File: src/rtl/seg_pkg.sv
// seg_pkg: shared definitions for seven-segment display blocks.
//   scan_state_t : scan FSM states, visited SHOW0 -> BLANK0 -> SHOW1 -> BLANK1.
//   SEG_BLANK    : active-low cathode pattern with every segment off.
//   HEX_SEG      : hex digit to active-low segment table, bit6=a ... bit0=g.
//   hex_to_seg   : table lookup helper.
package seg_pkg;

  typedef enum logic [1:0] {
    SHOW0  = 2'd0,
    BLANK0 = 2'd1,
    SHOW1  = 2'd2,
    BLANK1 = 2'd3
  } scan_state_t;

  localparam logic [6:0] SEG_BLANK = 7'b1111111;

  // Active-low: a 0 lights the segment. Order is {a,b,c,d,e,f,g}.
  localparam logic [6:0] HEX_SEG [16] = '{
    7'b0000001,  // 0
    7'b1001111,  // 1
    7'b0010010,  // 2
    7'b0000110,  // 3
    7'b1001100,  // 4
    7'b0100100,  // 5
    7'b0100000,  // 6
    7'b0001111,  // 7
    7'b0000000,  // 8
    7'b0000100,  // 9
    7'b0001000,  // A
    7'b1100000,  // b
    7'b0110001,  // C
    7'b1000010,  // d
    7'b0110000,  // E
    7'b0111000   // F
  };

  function automatic logic [6:0] hex_to_seg(input logic [3:0] value);
    return HEX_SEG[value];
  endfunction

endpackage

File: src/rtl/seg7_hex_decode.sv
// seg7_hex_decode: combinational hex to seven-segment decoder.
//   value : 4-bit hex digit in.
//   seg   : 7-bit active-low segments out, bit6=a ... bit0=g.
module seg7_hex_decode
  import seg_pkg::*;
(
  input  logic [3:0] value,
  output logic [6:0] seg
);

  assign seg = hex_to_seg(value);

endmodule

File: src/rtl/seg_scan_driver.sv
// seg_scan_driver: time-multiplexed driver for a two-digit common-anode
// seven-segment display.
//   clk, rst     : system clock, synchronous active-high reset.
//   digit0_val   : hex value for the right digit.
//   digit1_val   : hex value for the left digit.
//   digit_en     : bit0 enables the right digit, bit1 the left digit.
//   a0, a1       : right/left anode, active-low, registered.
//   cathode      : segments {a..g}, active-low, registered.
//   frame_tick   : one-cycle pulse when a full two-digit scan completes.
//   dbg_state    : current scan FSM state (seg_pkg::scan_state_t encoding).
//   dbg_count    : current slot counter value.
//
// Each digit owns a slot of REFRESH_DIV cycles: SHOW for
// REFRESH_DIV-BLANK_CYCLES cycles, then BLANK for BLANK_CYCLES cycles.
// The outputs are registered from the FSM position, so they trail
// dbg_state/dbg_count by one cycle; anode and cathode always update on the
// same edge.
module seg_scan_driver
  import seg_pkg::*;
#(
  parameter int REFRESH_DIV  = 100000,
  parameter int BLANK_CYCLES = 1000,
  localparam int CW = (REFRESH_DIV > 1) ? $clog2(REFRESH_DIV) : 1
) (
  input  logic          clk,
  input  logic          rst,
  input  logic [3:0]    digit0_val,
  input  logic [3:0]    digit1_val,
  input  logic [1:0]    digit_en,
  output logic          a0,
  output logic          a1,
  output logic [6:0]    cathode,
  output logic          frame_tick,
  output logic [1:0]    dbg_state,
  output logic [CW-1:0] dbg_count
);

  localparam logic [CW-1:0] CNT_LAST  = CW'(REFRESH_DIV - 1);
  localparam logic [CW-1:0] SHOW_LAST = CW'(REFRESH_DIV - BLANK_CYCLES - 1);

  scan_state_t   state;
  logic [CW-1:0] cnt;
  logic [3:0]    val_q;
  logic          en_q;

  logic          entry;
  logic [3:0]    cur_val;
  logic          cur_en;
  logic [6:0]    dec_seg;

  // The first cycle of a SHOW state is the slot entry: the digit inputs are
  // captured there and used straight away, so the lit digit never shows the
  // previous slot's value.
  assign entry = ((state == SHOW0) || (state == SHOW1)) && (cnt == '0);

  always_comb begin
    cur_val = val_q;
    cur_en  = en_q;
    if (entry) begin
      if (state == SHOW0) begin
        cur_val = digit0_val;
        cur_en  = digit_en[0];
      end else begin
        cur_val = digit1_val;
        cur_en  = digit_en[1];
      end
    end
  end

  seg7_hex_decode u_decode (
    .value (cur_val),
    .seg   (dec_seg)
  );

  always_ff @(posedge clk) begin
    if (rst) begin
      state      <= SHOW0;
      cnt        <= '0;
      val_q      <= '0;
      en_q       <= 1'b0;
      a0         <= 1'b1;
      a1         <= 1'b1;
      cathode    <= SEG_BLANK;
      frame_tick <= 1'b0;
    end else begin
      frame_tick <= 1'b0;

      if (entry) begin
        val_q <= cur_val;
        en_q  <= cur_en;
      end

      // Slot counter is a plain clock enable for the FSM; it wraps with no
      // idle cycle so the scan period is exactly 2*REFRESH_DIV.
      if (cnt == CNT_LAST) cnt <= '0;
      else                 cnt <= cnt + CW'(1);

      case (state)
        SHOW0:  if (cnt == SHOW_LAST) state <= BLANK0;
        BLANK0: if (cnt == CNT_LAST)  state <= SHOW1;
        SHOW1:  if (cnt == SHOW_LAST) state <= BLANK1;
        BLANK1: if (cnt == CNT_LAST) begin
          state      <= SHOW0;
          frame_tick <= 1'b1;
        end
      endcase

      // Default everything dark; at most one SHOW branch can light an anode,
      // so both anodes can never be low together.
      a0      <= 1'b1;
      a1      <= 1'b1;
      cathode <= SEG_BLANK;
      if ((state == SHOW0) && cur_en) begin
        a0      <= 1'b0;
        cathode <= dec_seg;
      end
      if ((state == SHOW1) && cur_en) begin
        a1      <= 1'b0;
        cathode <= dec_seg;
      end
    end
  end

  assign dbg_state = state;
  assign dbg_count = cnt;

endmodule
File: config.mk
export PLATFORM = sky130hd
export DESIGN_NAME = seg_scan_driver
export DESIGN_NICKNAME = d
export VERILOG_FILES = /design/src/rtl/seg_pkg.sv /design/src/rtl/seg7_hex_decode.sv /design/src/rtl/seg_scan_driver.sv
export SDC_FILE = /design/constraint.sdc
export NUM_CORES = 1
export LEC_CHECK = 0
export ABC_CLOCK_PERIOD_IN_PS = 2700
export BUFFER_PORTS_ARGS = -buffer_cell sky130_fd_sc_hd__clkbuf_2
export CORE_MARGIN = 5
export CORE_UTILIZATION = 48
export DETAILED_ROUTE_END_ITERATION = 10
export HOLD_SLACK_MARGIN = 0.05
export PLACE_DENSITY = 0.74
export SYNTH_ARGS = -nofsm -noshare
export SYNTH_HDL_FRONTEND = slang
export SYNTH_SLANG_ARGS = --single-unit
File: constraint.sdc
create_clock -name clk -period 2.7 [get_ports clk]
set_input_delay 0.54 -clock clk [delete_from_list [all_inputs] [get_ports clk]]
set_output_delay 0.54 -clock clk [all_outputs]
set_load 0.005 [all_outputs]
Word level (Yosys, flattened, before mapping)
Memories as Yosys holds them, arrays and structs flattened.
Index checks and enable logic that the tools add are counted.

cells by class
  add/sub/neg operators = 1
  multipliers = 0
  divide/modulo/power cells = 0
  $lt $le $gt $ge = 1
  equal/unequal tests = 9
  shift operators = 0
  mux-type cells = 16
  bitwise operators = 2
  reduce and logical (&&, ||, !) cells = 9

operators with widths
  kind                     number
  $eq A17 B17 Y1 const B   2
  $mux W7                  4
  $add A17 B1 Y17 const B  1
  $logic_not A17 Y1        1
  $mux W2                  4
  $mux W4                  2
  $pmux W2 S4              1
  $ge A5 B5 Y1 const B     1
  $mux W1                  5
  $not A4 Y5               1
  $eq A2 B2 Y1 const B     2
  $ne A2 B1 Y1 const B     2
  $ne A2 B2 Y1 const B     2
  $reduce_and A4 Y1        1
  $reduce_or A2 Y1         2
  $logic_and A1 B1 Y1      3
  $eq A2 B1 Y1 const B     1
  $logic_not A2 Y1         1
  $logic_or A1 B1 Y1       1
  $not A1 Y1               1

word-level totals
  register bits = 34
  bits in latches = 0
  RAM bits = 0
  ROM bits = 112
  output and inout bits = 29
  word-level logic and storage cells = 47
  memories = 1

memories
  memory           depth  width  read ports  clocked after memory_dff  wr ports  RTL line       source
  (no name shown)  16     7      1           0                         0         seg_pkg.sv:38  return HEX_SEG[value];

Logic depth before layout (Yosys ltp)
  word-level depth = 10
  mapped depth = 14

By module
Synthesis repeated with hierarchy kept, for this count alone.

second synthesis, totals
  cells, all modules = 184
  area total of the unflattened synthesis = 1756.7 µm²

modules (own cells, without submodules)
  module           instances  cells an instance  area each (µm²)
  seg_scan_driver  1          151                1487.7
  seg7_hex_decode  1          33                 269.0

Least setup slack after synthesis
No wires, ideal clock.

  path kind = reg-to-reg
  start = register state[0] (netlist: dbg_state[0])
  end = register cathode[6]
  arrival time = 2.651 ns
  required time = 2.549 ns
  path slack = -0.103 ns
  cell stages (with the launch flop) = 15
  cells stage by stage = dfxtp_1 > inv_1 > ha_1 > buf_2 > nor2_1 > nor4_4 > nand3_1 > clkbuf_1 > nor2_1 > a21oi_1 > inv_1 > ha_1 > o221ai_1 > o21a_1 > o21ai_0

between the ends
  word-level cells in the longest chain between the ends = 10

RTL lines
  element                                           RTL line                                      source
  start, declared                                   seg_scan_driver.sv:41                         scan_state_t state;
  start signal, assigned                            seg_scan_driver.sv:77                         state <= SHOW0;
  start signal, assigned                            seg_scan_driver.sv:99                         SHOW0: if (cnt == SHOW_LAST) state <= BLANK0;
  start signal, assigned                            seg_scan_driver.sv:100                        BLANK0: if (cnt == CNT_LAST) state <= SHOW1;
  $eq A2 B2 Y1 or $logic_not A2 Y1 (tied branches)  seg_scan_driver.sv:54, seg_scan_driver.sv:60
  $logic_or A1 B1 Y1                                seg_scan_driver.sv:54                         assign entry = ((state == SHOW0) || (state == SHOW1)) && (cnt == '0);
  $logic_and A1 B1 Y1                               seg_scan_driver.sv:54
  $mux W4 *                                         seg_scan_driver.sv:59                         if (entry) begin
  via cur_val[0]                                    seg_scan_driver.sv:47                         logic [3:0] cur_val;
  $not A4 Y5 (implied by the code) *                seg_pkg.sv:38
  $mem_v2 Z16 W7 *                                  -
  $mux W7 (implied by the code) * (2 in a row)      seg_pkg.sv:38
  $mux W7                                           seg_scan_driver.sv:113                        if ((state == SHOW0) && cur_en) begin
  $mux W7 *                                         seg_scan_driver.sv:117                        if ((state == SHOW1) && cur_en) begin
  end signal, assigned                              seg_scan_driver.sv:115                        cathode <= dec_seg;
  end signal, assigned                              seg_scan_driver.sv:119                        cathode <= dec_seg;
  end, declared                                     seg_scan_driver.sv:32                         output logic [6:0] cathode,

Mark *: on every way through the listed nets, which the timed path passes. The rest lies on a longest branch. The select of a mux whose other input is x is not followed.
A chain may end at the register's enable or synchronous reset.

Worst setup path in the final report
  start = register cnt[0] (netlist: dbg_count[0])
  end = register cathode[3]

between the ends
  word-level cells in the longest chain between the ends = 9

RTL lines
  element                                       RTL line                source
  start, declared                               seg_scan_driver.sv:42   logic [CW-1:0] cnt;
  start signal, assigned                        seg_scan_driver.sv:96   else cnt <= cnt + CW'(1);
  $logic_not A17 Y1 *                           seg_scan_driver.sv:54
  $logic_and A1 B1 Y1 *                         seg_scan_driver.sv:54
  $mux W4 *                                     seg_scan_driver.sv:59
  via cur_val[0]                                seg_scan_driver.sv:47
  $not A4 Y5 (implied by the code) *            seg_pkg.sv:38
  $mem_v2 Z16 W7 *                              -
  $mux W7 (implied by the code) * (2 in a row)  seg_pkg.sv:38
  $mux W7                                       seg_scan_driver.sv:113
  $mux W7 *                                     seg_scan_driver.sv:117

Marked as above.

==> flow_results.org <==
** Power and ir drop
- Power density over cell area :: 546 nW/um^2
- The worst-case IR drop observed on VDD is 0.308 mV.
- Lkg Pwr :: 1.03 nW
- Post-layout power :: 1.28 mW

** Critical path
- In this run the critical register-to-register path is captured at cathode[3].
- Cells traversed along the worst timing path :: inv_1 -> ha_1 -> or4b_4 -> nor4_4 -> nand3_4 -> a21oi_4 -> inv_1 -> ha_2 -> mux2_4 -> o22a_1
- The worst register-to-register path begins at dbg_count[0].
- The critical path is of the register to register type.
- Data required time at the worst endpoint :: 2.88 ns
- Max FO, Critical Path :: 6
- Critical path's most frequent cell :: sky130_fd_sc_hd__inv_1
- The kind of cell with the highest combined delay along the critical path is simple AND/OR/NAND/NOR gates.
- The worst setup path is captured at a register.
- On the worst path, the slowest cell contributes a delay of 0.46 ns.
- Data arrives at the worst endpoint at roughly 2.8 ns.
- Setup slack of the worst register-to-register path :: 0.09 ns
- The worst register-to-register path has a depth of 10.
- CP bufs+invs :: 2
- Crit start category :: register
- Tracing the worst setup path back leads to its startpoint at dbg_count[0].
- Slowest cell on crit path :: sky130_fd_sc_hd__or4b_4

** CTS
- Clock Root Buffer :: sky130_fd_sc_hd__clkbuf_8
- TritonCTS buffer count :: 5
- Clock-pin slew was measured on the worst setup and hold paths at 0.07 ns.
- Clock latency on the worst-skew pair :: 0.29 ns
- CTS tree :: done
- Number of buffers added to fix hold violations after cts :: 0
- Deepest level of the CTS H-tree :: 2
- CTS max path bufs :: 2
- The tree built by TritonCTS fans out to 34 sinks.

** Outcome
- The flow ran to the end, and the final reports show no timing, DRC or antenna violations.

** Place
- Counting tap cells, the placed design contains a total of 309 instances.
- Routability-driven placement finished with a final weighted congestion of 0.865.
- The count of buffers added on input and output ports is 40.
- OpenSTA, run right after detailed placement, puts the worst setup slack at 0.0232 ns.
- Estimated wirelength of the detail-placed design :: approximately 3.2 mm

** Synthesis
- Cells taking the most area after synthesis :: sky130_fd_sc_hd__dfxtp_1, sky130_fd_sc_hd__ha_1, sky130_fd_sc_hd__nor2_1, sky130_fd_sc_hd__mux2i_1, sky130_fd_sc_hd__nand2_1
- Mapped cell area :: 1850 um^2
- The Yosys step of the flow raised 0 warnings.
- Most common flop cell mapped by yosys :: sky130_fd_sc_hd__dfxtp_1
- Synth cell count leaders :: sky130_fd_sc_hd__nor2_1, sky130_fd_sc_hd__dfxtp_1, sky130_fd_sc_hd__nand2_1
- Synthesized instance count :: around 220
- Mapped Nets :: 240
- In this run the mean area of a mapped cell was 8.56 um^2.
- Yosys mapped a number of flops with a built-in enable equal to 0.
- Of all flip-flops after synthesis, the portion carrying an async set or reset was 0%.
- #FFs+latches synth :: 34
- The biggest area contributor in the post-synthesis netlist is sky130_fd_sc_hd__dfxtp_1.
- Of the post-synthesis cell area, the dominant cell type holds 36.8%.
- For this run, the register share of the synthesized area comes to between 30 and 40%.
- Yosys mapped the design onto approximately 40 distinct sky130hd cell types.
- Among all cell types in the netlist, the one instantiated most often is sky130_fd_sc_hd__nor2_1.

** Floorplanning
- Site row count :: 22
- Die Width :: 72.1 um
- Overall die height :: 72.1 um
- For this configuration, the core starts out at a cell density of about half.
- Core area :: 3690 um^2
- Overall die area :: approximately 5200 um^2
- Number of primary I/O pins :: 41

** STA
- Worst hold slack :: 0.529 ns
- The worst path in the final design needs a cycle of 2.61 ns, including I/O delays and setup.
- For the pin with the worst max-slew slack, the measured transition is 0.827 ns.
- Final worst clock skew :: around 0.0067 ns
- Count of final setup violators :: 0
- Timing would allow up to 382 MHz.
- Final hold violation count :: 0
- Across all setup checks in the final design, the least slack found is 0.0853 ns.
- Final Cycle Share :: 96.8%
- Relative slew slack :: 44.4%
- The final number of max-transition violations was 0.

** GRT
- Total global routing overflow :: 0
- The first global-routing pass estimated 7.29 mm of wire.
- The initial antenna violation count was 0.
- The number of global-route vias before repair was around 1,600.
- GRT Resource Usage Total :: 17.6%
- Pin count of the biggest net entering global routing :: 18

** Route
- After detailed routing, the number of remaining DRC violations is 0.
- The final layout contains routed wiring with a total length of 4.36 mm.
- Post-DRT Antenna Nets :: 0
- The detailed router placed ~1,700 vias in this run.
- Number of DRC markers in iteration 0 :: 143
- Vias per Instance :: 5.40
- Detail-routed net length per standard cell :: 13.7 um
- The first detailed-routing pass ran for 5 iterations.

** Run
- Max-cap violations in this run came to 0.

** Layout
- After the last flow step, the layout net total stands at ~290.
- Compared with the post-synthesis result, the final layout area differs by 26.4%.
- Cells with a size suffix above 1 make up 29.6% of the layout.
- Total inserted antenna cells :: 0
- Non-filler cells, final :: 318
- Number of inserted filler cells in the final layout :: 328

** Worst hold path
- Cell count of the worst hold path :: 2
- In this run the worst hold path is classified as register to register.
- The worst hold path begins at dbg_count[13].
- The worst hold path terminates at dbg_count[13].
==> cell type report <==
type                    instances  area (um^2)  area share (%)
clock inverters                 3         40.0            1.71
clock buffers                   5         68.8            2.94
repair buffers                 54          305            13.1
inverters                      11         41.3            1.77
flip-flops and latches         34          681            29.1
multi-input cells             163         1140            48.8
well taps                      48         60.1            2.57
==> metal layers <==
metal	vias to the layer above	global-route usage (%)	share of wire (%)
met5	-	0	0
met3	9	4.43	7.1
met1	801	21.4	43
li1	850	-	-
met4	0	8.56	2.2
met2	56	28.7	48
==> cells by family after synthesis <==
family	synth area share [%]
AOI/OAI and AO/OA	8.86
xor gates and xnor gates	6.16
adders and majority gates	8.12
buffers and inverters	4.40
DFF	36.8
muxes	9.88
and+or+nand+nor	25.8
==> tightest hold or removal path, stage by stage, from the launching register on <==
cell,delay [ns]
sky130_fd_sc_hd__dfxtp_1,0.34
sky130_fd_sc_hd__o21ai_0,0.08
sky130_fd_sc_hd__a21oi_1,0.06
==> worst max-delay path by stage <==
stage	end	slack (ns)	cells past startpoint
6_report	cathode[3]	0.09	10
5_1_grt	cathode[3]	-0.06	10
4_1_cts	cathode[3]	0.002	10
3_5_place_dp	cathode[3]	0.02	10
3_3_place_gp	cathode[3]	0.14	10
2_1_floorplan	cathode[6]	0.04	12
==> per-stage QoR <==
stage / setup TNS [ns] / utilization (%) / instance area [um^2]
finish: 0 / 63.4 / 2340
global route: -0.130 / 63.4 / 2340
CTS: 0 / 61.9 / 2280
detailed placement: 0 / 58.9 / 2170
global placement: 0 / 58.9 / 2170
floorplan: 0 / - / 1860
==> registers in the layout, summed over array words and instances (netlist names) <==
name	count
dbg_count	17
frame_tick	1
cathode	7
a1	1
en_q	1
val_q	4
a0	1
dbg_state	2
==> repair_timing <==
action	CTS	global route
setup buffers	0	1
resized for setup	0	10
endpoints found under the setup margin	0	5
==> where the power goes <==
part | switching [mW] | internal (mW) | total, mW
logic | 0.141 | 0.127 | 0.267
registers | 0.0172 | 0.531 | 0.548
clock network | 0.189 | 0.271 | 0.460
total | 0.347 | 0.929 | 1.28
==> cell usage in the layout, fill, tap and decap left out, types with 2 or more instances in the layout <==
| cell type | instances |
|---|---|
| sky130_fd_sc_hd__clkbuf_2 | 40 |
| sky130_fd_sc_hd__nor2_1 | 34 |
| sky130_fd_sc_hd__dfxtp_1 | 34 |
| sky130_fd_sc_hd__nand2_1 | 19 |
| sky130_fd_sc_hd__buf_4 | 14 |
| sky130_fd_sc_hd__mux2i_1 | 12 |
| sky130_fd_sc_hd__nand3_1 | 12 |
| sky130_fd_sc_hd__inv_1 | 11 |
| sky130_fd_sc_hd__ha_1 | 11 |
| sky130_fd_sc_hd__xor2_1 | 7 |
| sky130_fd_sc_hd__xnor2_1 | 6 |
| sky130_fd_sc_hd__nand4_1 | 5 |
| sky130_fd_sc_hd__o21ai_0 | 5 |
| sky130_fd_sc_hd__a21oi_1 | 5 |
| sky130_fd_sc_hd__clkbuf_8 | 5 |
| sky130_fd_sc_hd__and3_1 | 4 |
| sky130_fd_sc_hd__nor2_2 | 3 |
| sky130_fd_sc_hd__nand2b_1 | 3 |
| sky130_fd_sc_hd__mux2_2 | 3 |
| sky130_fd_sc_hd__o211ai_1 | 3 |
| sky130_fd_sc_hd__or3_1 | 3 |
| sky130_fd_sc_hd__nor3_1 | 2 |
| sky130_fd_sc_hd__nor3b_1 | 2 |
| sky130_fd_sc_hd__clkinv_2 | 2 |
Note: power is estimated with default switching activity, not from simulation.
